File: src/rtl/control_pkg.sv
// Shared opcode, ALU-select and state encodings plus instruction field positions
// for the instruction-sequencing control unit.
package control_pkg;

  localparam logic [3:0] OP_NOOP  = 4'd0;
  localparam logic [3:0] OP_STORE = 4'd1;
  localparam logic [3:0] OP_LOAD  = 4'd2;
  localparam logic [3:0] OP_ADD   = 4'd3;
  localparam logic [3:0] OP_SUB   = 4'd4;
  localparam logic [3:0] OP_HALT  = 4'd5;

  localparam logic [2:0] ALU_ZERO   = 3'd0;
  localparam logic [2:0] ALU_ADD    = 3'd1;
  localparam logic [2:0] ALU_SUB    = 3'd2;
  localparam logic [2:0] ALU_PASS_A = 3'd3;

  typedef enum logic [3:0] {
    S_INIT   = 4'd0,
    S_FETCH  = 4'd1,
    S_DECODE = 4'd2,
    S_LOAD_A = 4'd3,
    S_LOAD_B = 4'd4,
    S_STORE  = 4'd5,
    S_ADD    = 4'd6,
    S_SUB    = 4'd7,
    S_HALT   = 4'd8
  } state_t;

  localparam int OP_HI    = 15;
  localparam int OP_LO    = 12;
  localparam int RA_HI    = 11;
  localparam int RA_LO    = 8;
  localparam int RB_HI    = 7;
  localparam int RB_LO    = 4;
  localparam int RD_HI    = 3;
  localparam int RD_LO    = 0;
  localparam int MADDR_HI = 11;
  localparam int MADDR_LO = 4;

  function automatic logic [3:0] get_op(input logic [15:0] instr);
    return instr[OP_HI:OP_LO];
  endfunction

endpackage

File: src/rtl/control_unit_program_counter.sv
// Program counter register: async active-high clear, sync clear, increment enable.
// Wraps modulo 2^PC_W.
module program_counter #(
  parameter int PC_W = 7
) (
  input  logic            clk,
  input  logic            rst,
  input  logic            clr,
  input  logic            inc,
  output logic [PC_W-1:0] pc
);

  always_ff @(posedge clk or posedge rst) begin
    if (rst) begin
      pc <= '0;
    end else if (clr) begin
      pc <= '0;
    end else if (inc) begin
      pc <= pc + PC_W'(1);
    end
  end

endmodule

File: src/rtl/control_unit.sv
// Fetch/decode/execute sequencer driving datapath control from registered state and IR.
// Outputs depend only on state and IR, so an async reset drops every strobe at once.
module control_unit
  import control_pkg::*;
#(
  parameter int PC_W = 7
) (
  input  logic            Clock,
  input  logic            Reset,
  input  logic [15:0]     IR_data,
  output logic [PC_W-1:0] PC_addr,
  output logic [7:0]      D_addr,
  output logic            D_wr,
  output logic            RF_s,
  output logic [3:0]      RF_W_addr,
  output logic            RF_W_wr,
  output logic [3:0]      RF_Ra_addr,
  output logic [3:0]      RF_Rb_addr,
  output logic            RF_Ra_rd,
  output logic            RF_Rb_rd,
  output logic [2:0]      Alu_s0,
  output logic [15:0]     IR_out,
  output logic [3:0]      State_out
);

  state_t      state;
  state_t      next_state;
  logic [15:0] ir;
  logic        pc_clr;
  logic        pc_inc;

  assign pc_clr = (state == S_INIT);
  assign pc_inc = (state == S_DECODE);

  program_counter #(.PC_W(PC_W)) u_pc (
    .clk (Clock),
    .rst (Reset),
    .clr (pc_clr),
    .inc (pc_inc),
    .pc  (PC_addr)
  );

  always_ff @(posedge Clock or posedge Reset) begin
    if (Reset) begin
      state <= S_INIT;
      ir    <= '0;
    end else begin
      state <= next_state;
      if (state == S_INIT) begin
        ir <= '0;
      end else if (state == S_DECODE) begin
        ir <= IR_data;
      end
    end
  end

  // Next state in DECODE comes from the ROM word arriving now, since IR only loads at the edge.
  always_comb begin
    next_state = state;
    D_addr     = '0;
    D_wr       = 1'b0;
    RF_s       = 1'b0;
    RF_W_addr  = '0;
    RF_W_wr    = 1'b0;
    RF_Ra_addr = '0;
    RF_Rb_addr = '0;
    RF_Ra_rd   = 1'b0;
    RF_Rb_rd   = 1'b0;
    Alu_s0     = ALU_ZERO;

    case (state)
      S_INIT:  next_state = S_FETCH;
      S_FETCH: next_state = S_DECODE;
      S_DECODE: begin
        case (get_op(IR_data))
          OP_LOAD:  next_state = S_LOAD_A;
          OP_STORE: next_state = S_STORE;
          OP_ADD:   next_state = S_ADD;
          OP_SUB:   next_state = S_SUB;
          OP_HALT:  next_state = S_HALT;
          default:  next_state = S_FETCH;
        endcase
      end
      S_LOAD_A: begin
        D_addr     = ir[MADDR_HI:MADDR_LO];
        next_state = S_LOAD_B;
      end
      S_LOAD_B: begin
        D_addr     = ir[MADDR_HI:MADDR_LO];
        RF_s       = 1'b1;
        RF_W_addr  = ir[RD_HI:RD_LO];
        RF_W_wr    = 1'b1;
        next_state = S_FETCH;
      end
      S_STORE: begin
        D_addr     = ir[MADDR_HI:MADDR_LO];
        RF_Ra_addr = ir[RD_HI:RD_LO];
        RF_Ra_rd   = 1'b1;
        D_wr       = 1'b1;
        next_state = S_FETCH;
      end
      S_ADD, S_SUB: begin
        RF_Ra_addr = ir[RA_HI:RA_LO];
        RF_Rb_addr = ir[RB_HI:RB_LO];
        RF_Ra_rd   = 1'b1;
        RF_Rb_rd   = 1'b1;
        Alu_s0     = (state == S_ADD) ? ALU_ADD : ALU_SUB;
        RF_W_addr  = ir[RD_HI:RD_LO];
        RF_W_wr    = 1'b1;
        next_state = S_FETCH;
      end
      S_HALT:  next_state = S_HALT;
      default: next_state = S_INIT;
    endcase
  end

  assign IR_out    = ir;
  assign State_out = state;

endmodule
File: config.mk
export PLATFORM = sky130hd
export DESIGN_NAME = control_unit
export DESIGN_NICKNAME = d
export VERILOG_FILES = /design/src/rtl/control_pkg.sv /design/src/rtl/control_unit_program_counter.sv /design/src/rtl/control_unit.sv
export SDC_FILE = /design/constraint.sdc
export NUM_CORES = 1
export LEC_CHECK = 0
export CAP_MARGIN = 20
export CORE_ASPECT_RATIO = 2
export CORE_UTILIZATION = 44
export CTS_BUF_LIST = sky130_fd_sc_hd__clkbuf_8
export DETAILED_ROUTE_END_ITERATION = 10
export MAX_ROUTING_LAYER = met4
export PLACE_DENSITY = 0.88
export SLEW_MARGIN = 20
export SYNTH_ARGS = -nofsm -noshare
export SYNTH_HDL_FRONTEND = slang
export SYNTH_HIERARCHICAL = 1
export SYNTH_SLANG_ARGS = --single-unit
File: constraint.sdc
create_clock -name Clock -period 4.6 [get_ports Clock]
set_input_delay 1.38 -clock Clock [delete_from_list [all_inputs] [get_ports Clock]]
set_output_delay 1.38 -clock Clock [all_outputs]
set_load 0.05 [all_outputs]
==> results of run 1 <==
[stage by stage]
step                util, %  setup WS [ns]  std cells  hold WS [ns]  total power, mW
finish                 69.0          0.523        260         0.495             1.43
global route           69.0          0.273        260         0.528             1.50
global placement       67.4          0.889        256         0.461             1.29
detailed placement     67.4          0.805        256         0.476             1.30
CTS                    68.8          0.494        260         0.498             1.44
floorplan                 -          0.850        163         0.736             1.03
[where the power goes]
group | internal [mW] | switching (mW) | leakage [nW]
logic | 0.268 | 0.596 | 0.573
registers | 0.318 | 0.114 | 0.365
clock network | 0.0607 | 0.0727 | 0.0255
total | 0.647 | 0.783 | 0.964
[cell usage in the layout (no fill, tap or decap), types with 4 or more instances in the layout]
cell / n
and2_1: 17
dfrtp_1: 27
clkdlybuf4s50_1: 71
nor2_1: 11
nand3_1: 15
nand2_1: 35
a22o_1: 4
a21oi_1: 6
[critical path, stage by stage (launching register included)]
cell and delay, ns:
dfrtp_1 0.83, nand3b_1 0.14, a21oi_1 0.45, and2_1 0.20, clkdlybuf4s50_1 0.79
[kinds of logic after synthesis]
logic type | share of synthesized area (%)
AO/OA/AOI/OAI | 8.15
buffers and inverters | 5.55
XOR/XNOR | 3.04
multiplexers | 0.694
AND/OR/NAND/NOR | 34.6
other | 0.260
flip-flops | 46.8
adder cells (fa/ha/maj) | 0.867
[sequential cells by signal, indices dropped and copies added, names as in the netlist]
signal	count
State_out	4
u_pc/pc	7
IR_out	16
[cell type report]
type,count,area [sq um]
clock buffers,3,41.3
clock inverters,1,5.00
fillers,262,977
inverters,4,15.0
multi-input cells,123,693
flip-flops and latches,27,676
well taps,31,38.8
repair buffers,71,711
[layer usage]
layer / GRT usage (%) / share of wire (%)
met2: 41.1 / 58
met4: 10.8 / 2.8
met1: 23.6 / 34
met5: - / 0
met3: 2.17 / 5.4
[how the worst min path moves through the flow]
stage               slack (ns)                endpoint                    from  depth (start not counted)
finish                    0.49  IR_out[14]$_DFFE_PP0P_  IR_out[14]$_DFFE_PP0P_                          2
global route              0.53  IR_out[12]$_DFFE_PP0P_  IR_out[12]$_DFFE_PP0P_                          2
CTS                       0.50  IR_out[13]$_DFFE_PP0P_  IR_out[13]$_DFFE_PP0P_                          2
detailed placement        0.48  IR_out[12]$_DFFE_PP0P_  IR_out[12]$_DFFE_PP0P_                          2
global placement          0.46  IR_out[12]$_DFFE_PP0P_  IR_out[12]$_DFFE_PP0P_                          2
floorplan                 0.74  IR_out[15]$_DFFE_PP0P_  IR_out[15]$_DFFE_PP0P_                          2
==> impl_metrics.tcl, run 1 <==
set metrics [dict create \
    status "finished, final reports clean" \
    synth_most_common_cell "nand2_1" \
    h-tree-depth 1 \
    clock_latency_ns 0.27 \
    synth.distinct_cells 35 \
    ys_ff_latch 27 \
    reg2reg_from "State_out[0]$_DFF_PP0_" \
    grt_start_max_net_pins 27 \
    post_cts_resized 0 \
    drt_first_pass_iters 6 \
    cp-endpoint "D_addr[0]" \
    syn_to_final_growth_pct 51.1 \
    fin_skew_ns 0.00350 \
    wl_per_cell_um 14.3 \
    ys.warnings.count 6 \
    clockRootBuffer "clkbuf_8" \
    setup_viol 0 \
    hpwl_um 2910 \
    place_congestion 0.837 \
    reg2regPathDepth 5 \
    async_reset_ff_share_pct 100 \
    period_share_pct 88.6 \
    slew_violations 0 \
    drcViolationCount 0 \
    avgSynthCellArea_sq_um 8.85 \
    fp-row-count 29 \
    die-area_sq_mm 0.00353 \
    place_area_sq_mm 0.00213 \
    vdd_drop_max_mv 0.432 \
    grt_usage_pct 22.8 \
    arrival_ns 2.70 \
    r2r_slack_ns 2.11 \
    drive_gt1_share_pct 5.24 \
    end_kind "output pin" \
    syn_inst 163 \
    drv_cap 0 \
    cts.sinks 27 \
    rsz0062_at_grt "false" \
    critPathLaunchType "flip-flop" \
    setup-tns-final_ns 0 \
    synth-main-ff-cell "dfrtp_1" \
    yosys-top-cells-count "35 x nand2_1, 27 x dfrtp_1, 17 x and2_1" \
    synth_top_area_share_pct 46.8 \
    vias 1402 \
    ant_nets 0 \
    post_cts_buffers 0 \
    initial_core_util_pct 45.7 \
    hold_class "reg -> reg" \
    postCtsHoldBufs 0 \
    relSlewSlack_pct 43.7 \
    reg2reg_to "u_pc/pc[6]$_DFFE_PP0P_" \
    cts_tree "done" \
    ys_seq_area_share_pct 46.8 \
    drt_wl_total_um 3720 \
    syn_area_sq_mm 0.00144 \
    io_pins 73 \
    cellPowerDensity_mw_per_mm2 656 \
    leakage_nw 0.964 \
    hold_viol 0 \
    worst_slew_pin_slew_ns 0.840 \
    synth.area.top_cells "dfrtp_1 47%, nand2_1 9.1%, and2_1 7.4%" \
    fin_nets 249 \
    dieWidth_um 42.5 \
    vias_per_cell 5.39 \
    yosys.area.top_type "dfrtp_1" \
    grt_pass1_vias 1312 \
    cts_buffer_depth 2 \
    drtIter0Drc 28 \
    design_area_sq_mm 0.00218 \
    fmax_mhz 245 \
    crit_path_start "State_out[1]$_DFF_PP0_" \
    path_max_fanout 26 \
    antenna_cells 0 \
    synth_edf_count 0 \
    fin_crit_ns 4.08 \
    grt_pass1_wl_um 6060 \
    syn_nets 182 \
    numCtsBuffers 3 \
    coreArea_sq_mm 0.00316 \
    fp.dieH_um 83.0 \
    gr-total-overflow 0 \
    path_class "reg -> out" \
    clk_pin_slew_worst_paths_ns 0.09 \
    port_buffers 71 \
    antenna_found_initial 0 \
    cp.required_ns 3.22 \
]
(Power assumes the default switching activity.)
==> run 2: changes to the inputs <==
--- a/config.mk
+++ b/config.mk
@@ -7,11 +7,12 @@
 export LEC_CHECK = 0
 export CAP_MARGIN = 20
 export CORE_ASPECT_RATIO = 2
-export CORE_UTILIZATION = 44
+export CORE_UTILIZATION = 35
 export CTS_BUF_LIST = sky130_fd_sc_hd__clkbuf_8
+export CTS_CLUSTER_SIZE = 40
 export DETAILED_ROUTE_END_ITERATION = 10
 export MAX_ROUTING_LAYER = met4
-export PLACE_DENSITY = 0.88
+export PLACE_DENSITY = 0.73
 export SLEW_MARGIN = 20
 export SYNTH_ARGS = -nofsm -noshare
 export SYNTH_HDL_FRONTEND = slang
==> run 2 against run 1 <==
Against the previous run: sequential power is 3% lower; register-to-register slack better by 0.04 ns; clock-buffer cell count stayed put; critical path depth stayed put; utilization is 12 points lower; worst setup slack better by 0.20 ns; wire length is 8.7% higher; final cell count is 8.5% higher; first-iteration DRC count is 25% lower; non-clock buffer count is 2 higher; total power is 0.97% higher; combinational power is 3.5% higher.
==> impl_metrics.tcl, run 2 (synthesized netlist as in run 1, its figures left out) <==
set metrics [dict create \
    place_area_sq_mm 0.00216 \
    fin_skew_ns 0.00106 \
    r2r_slack_ns 2.15 \
    drt_wl_total_um 4040 \
    worst_slew_pin_slew_ns 0.924 \
    dieWidth_um 47.4 \
    p_sw_share_pct 54.8 \
    final_cell_mix "71 x clkdlybuf4s50_1, 35 x nand2_1, 27 x dfrtp_1" \
    clockRootBuffer "clkbuf_8" \
    rsz0062_at_grt "false" \
    antenna_found_initial 0 \
    hold_class "reg -> reg" \
    final_cells 282 \
    port_buffers 71 \
    syn_to_final_growth_pct 53.2 \
    reg2regPathDepth 5 \
    seq_area_sq_um 676 \
    cts.sinks 27 \
    fin_crit_ns 3.88 \
    fin_nets 251 \
    cts_tree "done" \
    gr-total-overflow 0 \
    place_congestion 0.823 \
    reg2reg_to "u_pc/pc[5]$_DFFE_PP0P_" \
    period_share_pct 84.3 \
    combinationalPowerShare_pct 61.9 \
    min_to "IR_out[14]$_DFFE_PP0P_" \
    status "finished, final reports clean" \
    reg2reg_from "State_out[3]$_DFF_PP0_" \
    layout_commonest_cell "clkdlybuf4s50_1" \
    setup-tns-final_ns 0 \
    initial_core_util_pct 37.1 \
    setup_viol 0 \
    utilization_pct 56.9 \
    min_path_cells 2 \
    fmax_mhz 258 \
    hold_viol 0 \
    leakage_nw 0.974 \
    grt_pass1_vias 1332 \
    multi_input_area_sq_um 687 \
    grt_pass1_wl_um 6340 \
    numCtsBuffers 3 \
    clock_latency_ns 0.27 \
    ant_nets 0 \
    vias 1359 \
    drv_cap 0 \
    cp.required_ns 3.22 \
    vdd_drop_max_mv 0.335 \
    coreArea_sq_mm 0.00388 \
    io_pins 73 \
    largest_register_ffs 16 \
    drt_first_pass_iters 4 \
    wl_per_cell_um 14.3 \
    path_class "reg -> out" \
    critPathLaunchType "flip-flop" \
    p_sw_uw 791 \
    cts_buffer_depth 2 \
    post_cts_buffers 0 \
    power.share.clock_pct 9.2 \
    dpl.cell_count 278 \
    drtIter0Drc 21 \
    p_int_uw 652 \
    h-tree-depth 1 \
    grt_start_max_net_pins 21 \
    hpwl_um 3200 \
    path_max_fanout 14 \
    n_fill_cell 391 \
    slew_violations 0 \
    post_cts_resized 0 \
    cellPowerDensity_mw_per_mm2 653 \
    clk_pin_slew_worst_paths_ns 0.09 \
    end_kind "output pin" \
    relSlewSlack_pct 38.1 \
    hold_path.startpoint "IR_out[14]$_DFFE_PP0P_" \
    drive_gt1_share_pct 5.19 \
    postCtsHoldBufs 0 \
    design_area_sq_mm 0.00221 \
    fp.dieH_um 92.8 \
    grt_usage_pct 20.5 \
    drcViolationCount 0 \
    hold_ws_ns 0.485 \
    fp-row-count 32 \
    die-area_sq_mm 0.00440 \
    sequentialPowerShare_pct 28.9 \
    vias_per_cell 4.82 \
    antenna_cells 0 \
    arrival_ns 2.50 \
]
[run 2: changes by cell type in the layout (fill, tap and decap cells not counted)]
cell	change
nor4_2	-1
buf_2	+1
nor4_1	+1
clkinv_2	-1
buf_4	+1
inv_1	+1
[run 2: cell type report]
| class | instances | area share, % |
|---|---|---|
| flip-flops and latches | 27 | 30.6 |
| inverters | 4 | 0.680 |
| repair buffers | 73 | 32.7 |
| clock inverters | 1 | 0.170 |
| clock buffers | 3 | 1.87 |
| well taps | 51 | 2.89 |
| multi-input cells | 123 | 31.1 |
[run 2: power groups by stage]
stage / clock network (mW) / logic, mW / registers [mW]
floorplan: 0 / 0.352 / 0.678
global placement: 0 / 0.888 / 0.421
detailed placement: 0 / 0.898 / 0.425
CTS: 0.135 / 0.901 / 0.419
global route: 0.142 / 0.948 / 0.432
finish: 0.133 / 0.894 / 0.417
[run 2: worst max-delay path by stage]
stage / from / to / slack, ns / depth (start not counted)
after floorplan: State_out[3]$_DFF_PP0_ / RF_W_addr[0] / 0.85 / 5
after global placement: State_out[2]$_DFF_PP0_ / D_addr[2] / 1.09 / 4
after detailed placement: State_out[0]$_DFF_PP0_ / D_addr[7] / 1.01 / 4
after CTS: State_out[0]$_DFF_PP0_ / D_addr[7] / 0.72 / 4
after global routing: State_out[0]$_DFF_PP0_ / D_addr[7] / 0.56 / 4
final: State_out[0]$_DFF_PP0_ / D_addr[7] / 0.72 / 4
[run 2: per-stage QoR]
stage               power, mW  setup slack (ns)
floorplan                1.03             0.850
CTS                      1.46             0.716
finish                   1.44             0.722
global placement         1.31              1.09
detailed placement       1.32              1.01
global route             1.52             0.563
[run 2: routing by layer]
metal / vias to the layer above / part of all wire, % / GRT usage, % / routed length [um]
met3: 9 / 4.5 / 2.34 / 182
met2: 50 / 58 / 36.9 / 2350
met1: 625 / 35 / 20.6 / 1400
met5: - / 0 / - / 0
li1: 675 / - / - / -
met4: 0 / 2.8 / 8.57 / 112
[run 2: worst max-delay path, cell delays in order (launching register included)]
cell and delay [ns]:
dfrtp_1 0.59, nand3b_1 0.12, a21oi_1 0.49, and2_1 0.22
clkdlybuf4s50_1 0.80
